`config.mk`:
```
export PLATFORM = sky130hd
export DESIGN_NAME = mem_readback_streamer_flat
export DESIGN_NICKNAME = d
export VERILOG_FILES = /design/src/rtl/mem_readback_streamer_pkg.sv /design/src/rtl/mem_readback_streamer_if.sv /design/src/rtl/mem_readback_streamer_word_packer.sv /design/src/rtl/mem_readback_streamer.sv /design/src/flat_wrapper.sv
export SDC_FILE = /design/constraint.sdc
export NUM_CORES = 1
export LEC_CHECK = 0
export CORE_MARGIN = 1
export CORE_UTILIZATION = 25
export CTS_BUF_LIST = sky130_fd_sc_hd__clkbuf_8 sky130_fd_sc_hd__clkbuf_16
export CTS_CLUSTER_DIAMETER = 200
export DETAILED_ROUTE_END_ITERATION = 6
export SYNTH_ARGS = -nofsm -noshare
export SYNTH_HDL_FRONTEND = slang
export SYNTH_SLANG_ARGS = --single-unit
```
`constraint.sdc`:
```
create_clock -name clk -period 2.3 [get_ports clk]
set_input_delay 0.23 -clock clk [delete_from_list [all_inputs] [get_ports clk]]
set_output_delay 0.23 -clock clk [all_outputs]
set_load 0.02 [all_outputs]
```
`src/rtl/mem_readback_streamer_pkg.sv`:
```
// mem_rb_pkg: FSM state type and beat sizing helpers shared by the readback streamer files
package mem_rb_pkg;
  typedef enum logic [1:0] {IDLE, RUN, DRAIN, DONE} state_t;
  function automatic int words_per_beat(input int out_w, input int wid_mem);
    return out_w / wid_mem;
  endfunction
  function automatic bit beat_fits(input int out_w, input int wid_mem);
    return (out_w % wid_mem == 0) && (out_w >= wid_mem);
  endfunction
endpackage

```
`src/rtl/mem_readback_streamer_if.sv`:
```
// mem_readback_streamer_if: packed beat stream with valid/ready handshake
interface mem_readback_streamer_if #(parameter int OUT_W = 8);
  logic [OUT_W-1:0] m_data;
  logic m_valid;
  logic m_ready;
  logic m_last;
  modport master(output m_data, m_valid, m_last, input m_ready);
  modport slave(input m_data, m_valid, m_last, output m_ready);
endinterface

```
`src/rtl/mem_readback_streamer_word_packer.sv`:
```
// word_packer: gathers words into an N-slot beat and hands it to a valid/ready output register
module word_packer
  import mem_rb_pkg::*;
#(
  parameter int WID_MEM = 1,
  parameter int OUT_W = 8,
  localparam int N = words_per_beat(OUT_W, WID_MEM),
  localparam int CW = $clog2(N + 1)
) (
  input  logic               clk,
  input  logic               reset,
  input  logic               w_valid,
  input  logic [WID_MEM-1:0] word,
  input  logic               flush,
  input  logic               last,
  output logic [CW-1:0]      cnt,
  output logic               load,
  mem_readback_streamer_if.master m
);
  logic [OUT_W-1:0] acc, nxt_acc;
  logic [CW-1:0] nxt_cnt;
  // the arriving word joins the beat it completes, so a full beat leaves the same cycle it fills
  assign nxt_acc = w_valid ? acc | (OUT_W'(word) << (WID_MEM * cnt)) : acc;
  assign nxt_cnt = cnt + CW'(w_valid);
  assign load = (!m.m_valid || m.m_ready) && (nxt_cnt == CW'(N) || (flush && nxt_cnt != '0));
  always_ff @(posedge clk or negedge reset)
    if (!reset) begin
      acc <= '0;
      cnt <= '0;
      m.m_data <= '0;
      m.m_valid <= 1'b0;
      m.m_last <= 1'b0;
    end else begin
      acc <= load ? '0 : nxt_acc;
      cnt <= load ? '0 : nxt_cnt;
      m.m_valid <= load || (m.m_valid && !m.m_ready);
      if (load) begin
        m.m_data <= nxt_acc;
        m.m_last <= last;
      end
    end
endmodule

```
`src/rtl/mem_readback_streamer.sv`:
```
// mem_readback_streamer: sweeps a block-RAM address range, packs words into beats and sums them
module mem_readback_streamer
  import mem_rb_pkg::*;
#(
  parameter int WID_MEM = 1,
  parameter int EXP_MEM = 16,
  parameter int DEPTH_MEM = 2 ** EXP_MEM,
  parameter int OUT_W = 8,
  parameter int CSUM_W = 32
) (
  input  logic               clk,
  input  logic               reset,
  input  logic               start,
  input  logic [EXP_MEM-1:0] base_addr,
  input  logic [EXP_MEM:0]   length,
  output logic [EXP_MEM-1:0] raddr,
  input  logic [WID_MEM-1:0] mem_dout,
  mem_readback_streamer_if.master m,
  output logic               busy,
  output logic               done,
  output logic [CSUM_W-1:0]  checksum
);
  localparam int N = words_per_beat(OUT_W, WID_MEM);
  localparam int CW = $clog2(N + 1);
  if (!beat_fits(OUT_W, WID_MEM) || DEPTH_MEM != 2 ** EXP_MEM) begin : g_cfg_bad
    $error("mem_readback_streamer: OUT_W must be a multiple of WID_MEM and DEPTH_MEM must be 2**EXP_MEM");
  end
  state_t state, nxt;
  logic [EXP_MEM-1:0] base;
  logic [EXP_MEM:0] len, issued;
  logic [CW-1:0] cnt;
  logic p, issue, load, all_issued;
  assign all_issued = issued == len;
  // a slot must stay free for the word still in flight unless a beat leaves this cycle
  assign issue = state == RUN && !all_issued && ((cnt + CW'(p) < CW'(N)) || load);
  assign raddr = base + issued[EXP_MEM-1:0];
  assign busy = state != IDLE;
  assign done = state == DONE;
  always_comb begin
    nxt = state;
    unique case (state)
      IDLE: if (start) nxt = length == '0 ? DONE : RUN;
      RUN: if (issue && issued + (EXP_MEM+1)'(1) == len) nxt = DRAIN;
      DRAIN: if (m.m_valid && m.m_ready && m.m_last) nxt = DONE;
      DONE: nxt = IDLE;
    endcase
  end
  always_ff @(posedge clk or negedge reset)
    if (!reset) begin
      state <= IDLE;
      base <= '0;
      len <= '0;
      issued <= '0;
      p <= 1'b0;
      checksum <= '0;
    end else begin
      state <= nxt;
      p <= issue;
      if (state == IDLE && start) begin
        base <= base_addr;
        len <= length;
        issued <= '0;
        checksum <= '0;
      end else begin
        if (issue) issued <= issued + (EXP_MEM+1)'(1);
        if (p) checksum <= checksum + CSUM_W'(mem_dout);
      end
    end
  word_packer #(.WID_MEM(WID_MEM), .OUT_W(OUT_W)) u_packer (
    .clk(clk),
    .reset(reset),
    .w_valid(p),
    .word(mem_dout),
    .flush(all_issued),
    .last(all_issued),
    .cnt(cnt),
    .load(load),
    .m(m)
  );
endmodule
```
`src/flat_wrapper.sv`:
```
// flat-port wrapper written by rule: the top's interface ports become plain ports
module mem_readback_streamer_flat import mem_rb_pkg::*;
#(
  parameter int WID_MEM = 1,
  parameter int EXP_MEM = 16,
  parameter int DEPTH_MEM = 2 ** EXP_MEM,
  parameter int OUT_W = 8,
  parameter int CSUM_W = 32
)
  (clk, reset, start, base_addr, length, raddr, mem_dout, busy, done, checksum, m_m_data, m_m_valid, m_m_last, m_m_ready);
  mem_readback_streamer_if #(.OUT_W(OUT_W)) m_i ();
  input  logic clk;
  input  logic reset;
  input  logic start;
  input  logic [EXP_MEM-1:0] base_addr;
  input  logic [EXP_MEM:0] length;
  output logic [EXP_MEM-1:0] raddr;
  input  logic [WID_MEM-1:0] mem_dout;
  output logic busy;
  output logic done;
  output logic [CSUM_W-1:0] checksum;
  output wire logic [$bits(m_i.m_data)-1:0] m_m_data;
  output wire logic [$bits(m_i.m_valid)-1:0] m_m_valid;
  output wire logic [$bits(m_i.m_last)-1:0] m_m_last;
  input wire logic [$bits(m_i.m_ready)-1:0] m_m_ready;
  assign m_m_data = m_i.m_data;
  assign m_m_valid = m_i.m_valid;
  assign m_m_last = m_i.m_last;
  assign m_i.m_ready = m_m_ready;
  mem_readback_streamer #(.WID_MEM(WID_MEM), .EXP_MEM(EXP_MEM), .DEPTH_MEM(DEPTH_MEM), .OUT_W(OUT_W), .CSUM_W(CSUM_W)) u_core (.clk(clk), .reset(reset), .start(start), .base_addr(base_addr), .length(length), .raddr(raddr), .mem_dout(mem_dout), .m(m_i), .busy(busy), .done(done), .checksum(checksum));
endmodule
```
Word level (Yosys, flattened, before mapping)
Index checks and enable logic that the tools add are counted.
{ "totals": {"in_bits": 38, "ff_bits": 107} }
{ "classes": {"n_reduce_logical": 23, "order_cmp": 1, "n_shift": 1, "n_mux": 12, "addsub": 4, "n_eq_ne": 9, "bitwise": 1} }
{ "op_table": {"columns": ["op", "count"], "rows": [
  ["$mux 32", 2],
  ["$eq 17x17->1", 2],
  ["$mux 17", 2],
  ["$add 32x1->32", 1],
  ["$add 17x1->17 const B", 1],
  ["$logic_not 17->1", 1],
  ["$add 16x16->16", 1],
  ["$mux 8", 2],
  ["$logic_and 1x1->1", 9],
  ["$mux 2", 4],
  ["$or 8x8->8", 1],
  ["$pmux 2 s4", 1],
  ["$shl 1x4->8", 1],
  ["$reduce_bool 2->1", 3],
  ["$add 4x1->4", 1],
  ["$eq 2x2->1 const B", 2],
  ["$eq 4x4->1 const B", 1],
  ["$logic_or 1x1->1", 4],
  ["$lt 4x4->1 const B", 1],
  ["$mux 4", 1],
  ["$ne 2x2->1 const B", 2],
  ["$reduce_bool 4->1", 1],
  ["$logic_not 1->1", 3],
  ["$reduce_and 3->1", 1],
  ["3 further kinds", 3]
]} }

Depth between registers and ports, before layout
{ "logic_depth": {"ltp_word": 10, "mapped_depth": 10, "depth_no_buf": 10} }

Cells and area by module
A second synthesis with hierarchy kept.
{ "hier_totals": {"hier_cells": 686, "area_unflattened_um2": 6107.1} }
{ "by_module_without_submodules": {"columns": ["module", "n_inst", "area_per_inst_um2", "cells_each"], "rows": [
  ["mem_readback_streamer", 1, 5180.0, 606],
  ["word_packer", 1, 927.1, 80]
]} }

Worst setup path after synthesis
OpenSTA, ideal clock, no wires.
{ "synth_path": {"path_kind": "register to output", "start": "register u_core.issued[0]", "end": "output port raddr[14]", "path_stages_with_launch": 11, "setup_slack_ps": -238, "arrival_ps": 2308, "path_cell_list": "dfrtp_1 > ha_1 > inv_1 > fa_1 > nor2b_1 > o31a_1 > o2111ai_1 > a31o_2 > o21ai_0 > a21oi_1 > xnor2_1"} }
{ "synth_between": {"elab_chain_cells": 1} }
{ "synth_rtl": {"columns": ["element", "line_no", "source"], "rows": [
  ["start, declared", "mem_readback_streamer.sv:30", "logic [EXP_MEM:0] len, issued;"],
  ["start signal, assigned", "mem_readback_streamer.sv:65", "if (issue) issued <= issued + (EXP_MEM+1)'(1);"],
  ["$add 16x16->16", "mem_readback_streamer.sv:36", "assign raddr = base + issued[EXP_MEM-1:0];"],
  ["end, declared", "flat_wrapper.sv:17", "output logic [EXP_MEM-1:0] raddr;"]
]} }
No other way between the ends.

Final worst setup path
{ "layout_path": {"start": "register u_core.base[0]", "end": "output port raddr[14]"} }
{ "layout_between": {"elab_chain_cells": 1} }
{ "layout_rtl": {"columns": ["element", "line_no", "source"], "rows": [
  ["start, declared", "mem_readback_streamer.sv:29", "logic [EXP_MEM-1:0] base;"],
  ["start signal, assigned", "mem_readback_streamer.sv:60", "base <= base_addr;"],
  ["$add 16x16->16", "mem_readback_streamer.sv:36", null]
]} }
No other way between the ends.

==> flow_metrics.py <==
metrics = {
    "route": {
        "drc": 0,
        "wl_mm": 17.59,
        "vias": 5543,
        "postRouteAntennaNets": 0,
        "wl_per_cell_um": 14.51,
        "drt_iter0_drc": 227,
        "viasPerCell": 4.573,
        "dr.pass1.iters": 4,
    },
    "grt": {
        "grt_antenna_before_repair": 3,
        "track_usage": 0.1392,
        "grt_pass1_wl_mm": 27.20,
        "grt_overflow": 0,
        "grt_max_degree": 43,
        "grt_pass1_vias": 5533,
    },
    "layout": {
        "layout-drive-gt1-share": 0.2742,
        "layout_common_cells": "123 x nand2_1, 118 x buf_4, 105 x dfrtp_1",
        "multi_input_area_um2": 3717,
        "areaGrowthSynthToFinish_pct": 51.30,
        "stdcell_area_um2": 9163,
        "nFillCells": 2380,
        "regArea_um2": 2680,
        "layout_commonest_cell": "nand2_1",
        "nNetsFinal": 949,
    },
    "worst_setup_path": {
        "arrival_ns": 2.65,
        "crit_required_ns": 2.07,
        "reg2regPathDepth": 8,
        "crit_fanout": 3,
        "cp-start-kind": "flip-flop",
        "startpoint": "u_core.base[0]",
        "reg2reg_slack_ns": -0.33,
        "path_class": "reg -> out",
        "r2r_start": "u_core.issued[2]",
        "r2r-end": "u_core.state[0]",
        "end_kind": "primary output",
    },
    "clock_tree": {
        "cts.sinks": 107,
        "root_buffer": "clkbuf_16",
        "cts_made_buffers": 9,
        "clkLatencyLatePin_ns": 0.36,
        "clk_pin_slew_ns": 0.07,
        "cts_buffer_depth": 2,
        "cts_tree": "done",
        "h-tree-depth": 3,
    },
    "run_status": {
        "outcome": "finished with violations",
        "violations": "negative setup slack",
    },
    "placed_design": {
        "dpl_cell_area_um2": 8209,
        "port_buffers": 97,
        "place_congestion": 0.8395,
        "place_hpwl_mm": 12.44,
        "dpl_worst_slack_ns": -0.6868,
    },
    "logic_synthesis": {
        "yosysWarnings": 0,
        "synthDistinctLibCells": 58,
        "synth_edf_count": 0,
        "seq_area_frac_synth": 0.4421,
        "async_flop_share": 1.000,
        "synthFlopType": "dfrtp_1",
        "syn-num-nets": 738,
        "avgSynthCellArea_um2": 8.985,
        "syn-instance-count": 674,
        "synth_seq_cells": 107,
        "synth_area_um2": 6056,
    },
    "timing": {
        "timing.final.hold_violations": 0,
        "setup_violations": 18,
        "post-route-period-util": 1.251,
        "max_freq_ghz": 0.3476,
        "tightest_slew_ns": 0.6098,
        "slew_viol_final": 0,
        "skew_ns": 0.01353,
        "setup_ws_ns": -0.5773,
        "rsz0062_at_grt": "yes",
        "slew_headroom": 0.5926,
        "fin_crit_ns": 2.877,
    },
    "power": {
        "p_leak_nw": 4.162,
        "irDropWorstVdd_v": 0.0003774,
        "power.density_nw_per_um2": 1003,
        "power.total_mw": 9.192,
    },
    "min_path": {
        "hp-class": "in -> async",
    },
    "floorplan": {
        "ioPinCount": 98,
        "dieArea_um2": 24850,
        "die-height_um": 157.6,
        "core_area_um2": 23610,
        "row_count": 56,
        "initial_utilization": 0.2565,
        "die_w_um": 157.6,
    },
    "flow_run": {
        "maxCapViolations": 0,
    },
}
==> metrics by stage <==
step	util	TNS, ns	hold WS [ns]	cells
finish	0.3880	-4.239	0.3683	1212
global route	0.3877	-6.767	0.3994	1209
CTS	0.3673	-3.827	0.3750	1192
detailed placement	0.3477	-9.904	0.2208	1169
global placement	0.3477	-8.744	0.2219	1169
floorplan	-	-0.1640	-0.06559	674
==> worst max path at each step <==
| stage | slack, ns | depth (start not counted) | end |
|---|---|---|---|
| after floorplan | -0.06 | 10 | raddr[12] |
| after global placement | -0.62 | 9 | raddr[15] |
| after detailed placement | -0.69 | 11 | raddr[12] |
| after CTS | -0.59 | 11 | raddr[12] |
| after global routing | -0.67 | 11 | raddr[14] |
| final | -0.58 | 11 | raddr[14] |
==> kinds of logic after synthesis <==
group / synth area share
compound gates: 0.09050
fa+ha+maj: 0.05496
xor+xnor: 0.1143
mux: 0.008678
flops: 0.4421
simple gates: 0.2610
buf+inv: 0.02851
==> critical path, cell delays in order (launching register included) <==
cell and delay (ns):
dfrtp_1 0.40, ha_4 0.16, inv_2 0.03, fa_2 0.37, nor2b_4 0.15, o31a_1 0.23
o2111ai_2 0.16, a31o_4 0.28, o21ai_2 0.14, a21oi_2 0.08, xnor2_2 0.14, buf_4 0.15
==> cell type report <==
cell class                 count  share of cell area
antenna                        3           0.0008193
clock buffer                   9             0.02458
clock inverter                 7            0.005872
inverter                      14            0.005735
multi-input combinational    527              0.4057
sequential                   107              0.2925
tap                          319             0.04356
timing repair buffer         226              0.2212
==> synth_stat cells, drive strengths merged (4+ instances only) <==
cell / n / area share
dfrtp: 107 / 0.44
nor4b: 5 / 0.0072
nor3b: 4 / 0.0050
nor2: 84 / 0.052
nor3: 14 / 0.012
clkbuf: 20 / 0.012
or3: 5 / 0.0052
nor4: 11 / 0.012
inv: 14 / 0.0087
buf: 6 / 0.0074
o31ai: 4 / 0.0050
o21ai: 19 / 0.016
xnor2: 40 / 0.058
nand2: 124 / 0.080
nand4: 20 / 0.021
ha: 25 / 0.052
xor2: 39 / 0.056
o21a: 4 / 0.0050
nand3: 26 / 0.022
and4: 5 / 0.0074
nand2b: 6 / 0.0062
a21oi: 32 / 0.026
and2: 8 / 0.0087
nor2b: 12 / 0.012
==> what timing repair did <==
item | CTS | global route
hold buffers | 1 | 0
setup endpoints to repair | 56 | 51
cloned | 0 | 1
endpoints found under the hold margin | 32 | 0
pin swaps | 27 | 35
setup buffers | 6 | 22
gates resized for setup | 104 | 74
==> routing by layer <==
layer / global-route usage / part of all wire
met3: 0.04161 / 0.059
met5: 0 / 0.00074
met1: 0.1764 / 0.44
met4: 0.05270 / 0.016
met2: 0.2219 / 0.48
==> registers in the layout, indices dropped and copies added, names as in the netlist <==
signal                     flops
u_core.u_packer.cnt            4
u_core.u_packer.m.m_valid      1
u_core.len                    17
u_core.p                       1
u_core.issued                 17
u_core.u_packer.m.m_last       1
u_core.u_packer.m.m_data       8
u_core.state                   2
u_core.checksum               32
u_core.u_packer.acc            8
u_core.base                   16
==> where the power goes <==
| part | internal [mW] | total, mW | switching (mW) | leakage [nW] |
|---|---|---|---|---|
| sequential | 2.41 | 2.81 | 0.398 | 1.40 |
| combinational | 2.35 | 4.88 | 2.53 | 2.64 |
| clock | 0.742 | 1.50 | 0.758 | 0.128 |
| total | 5.50 | 9.19 | 3.69 | 4.16 |
(Power assumes the default switching activity.)
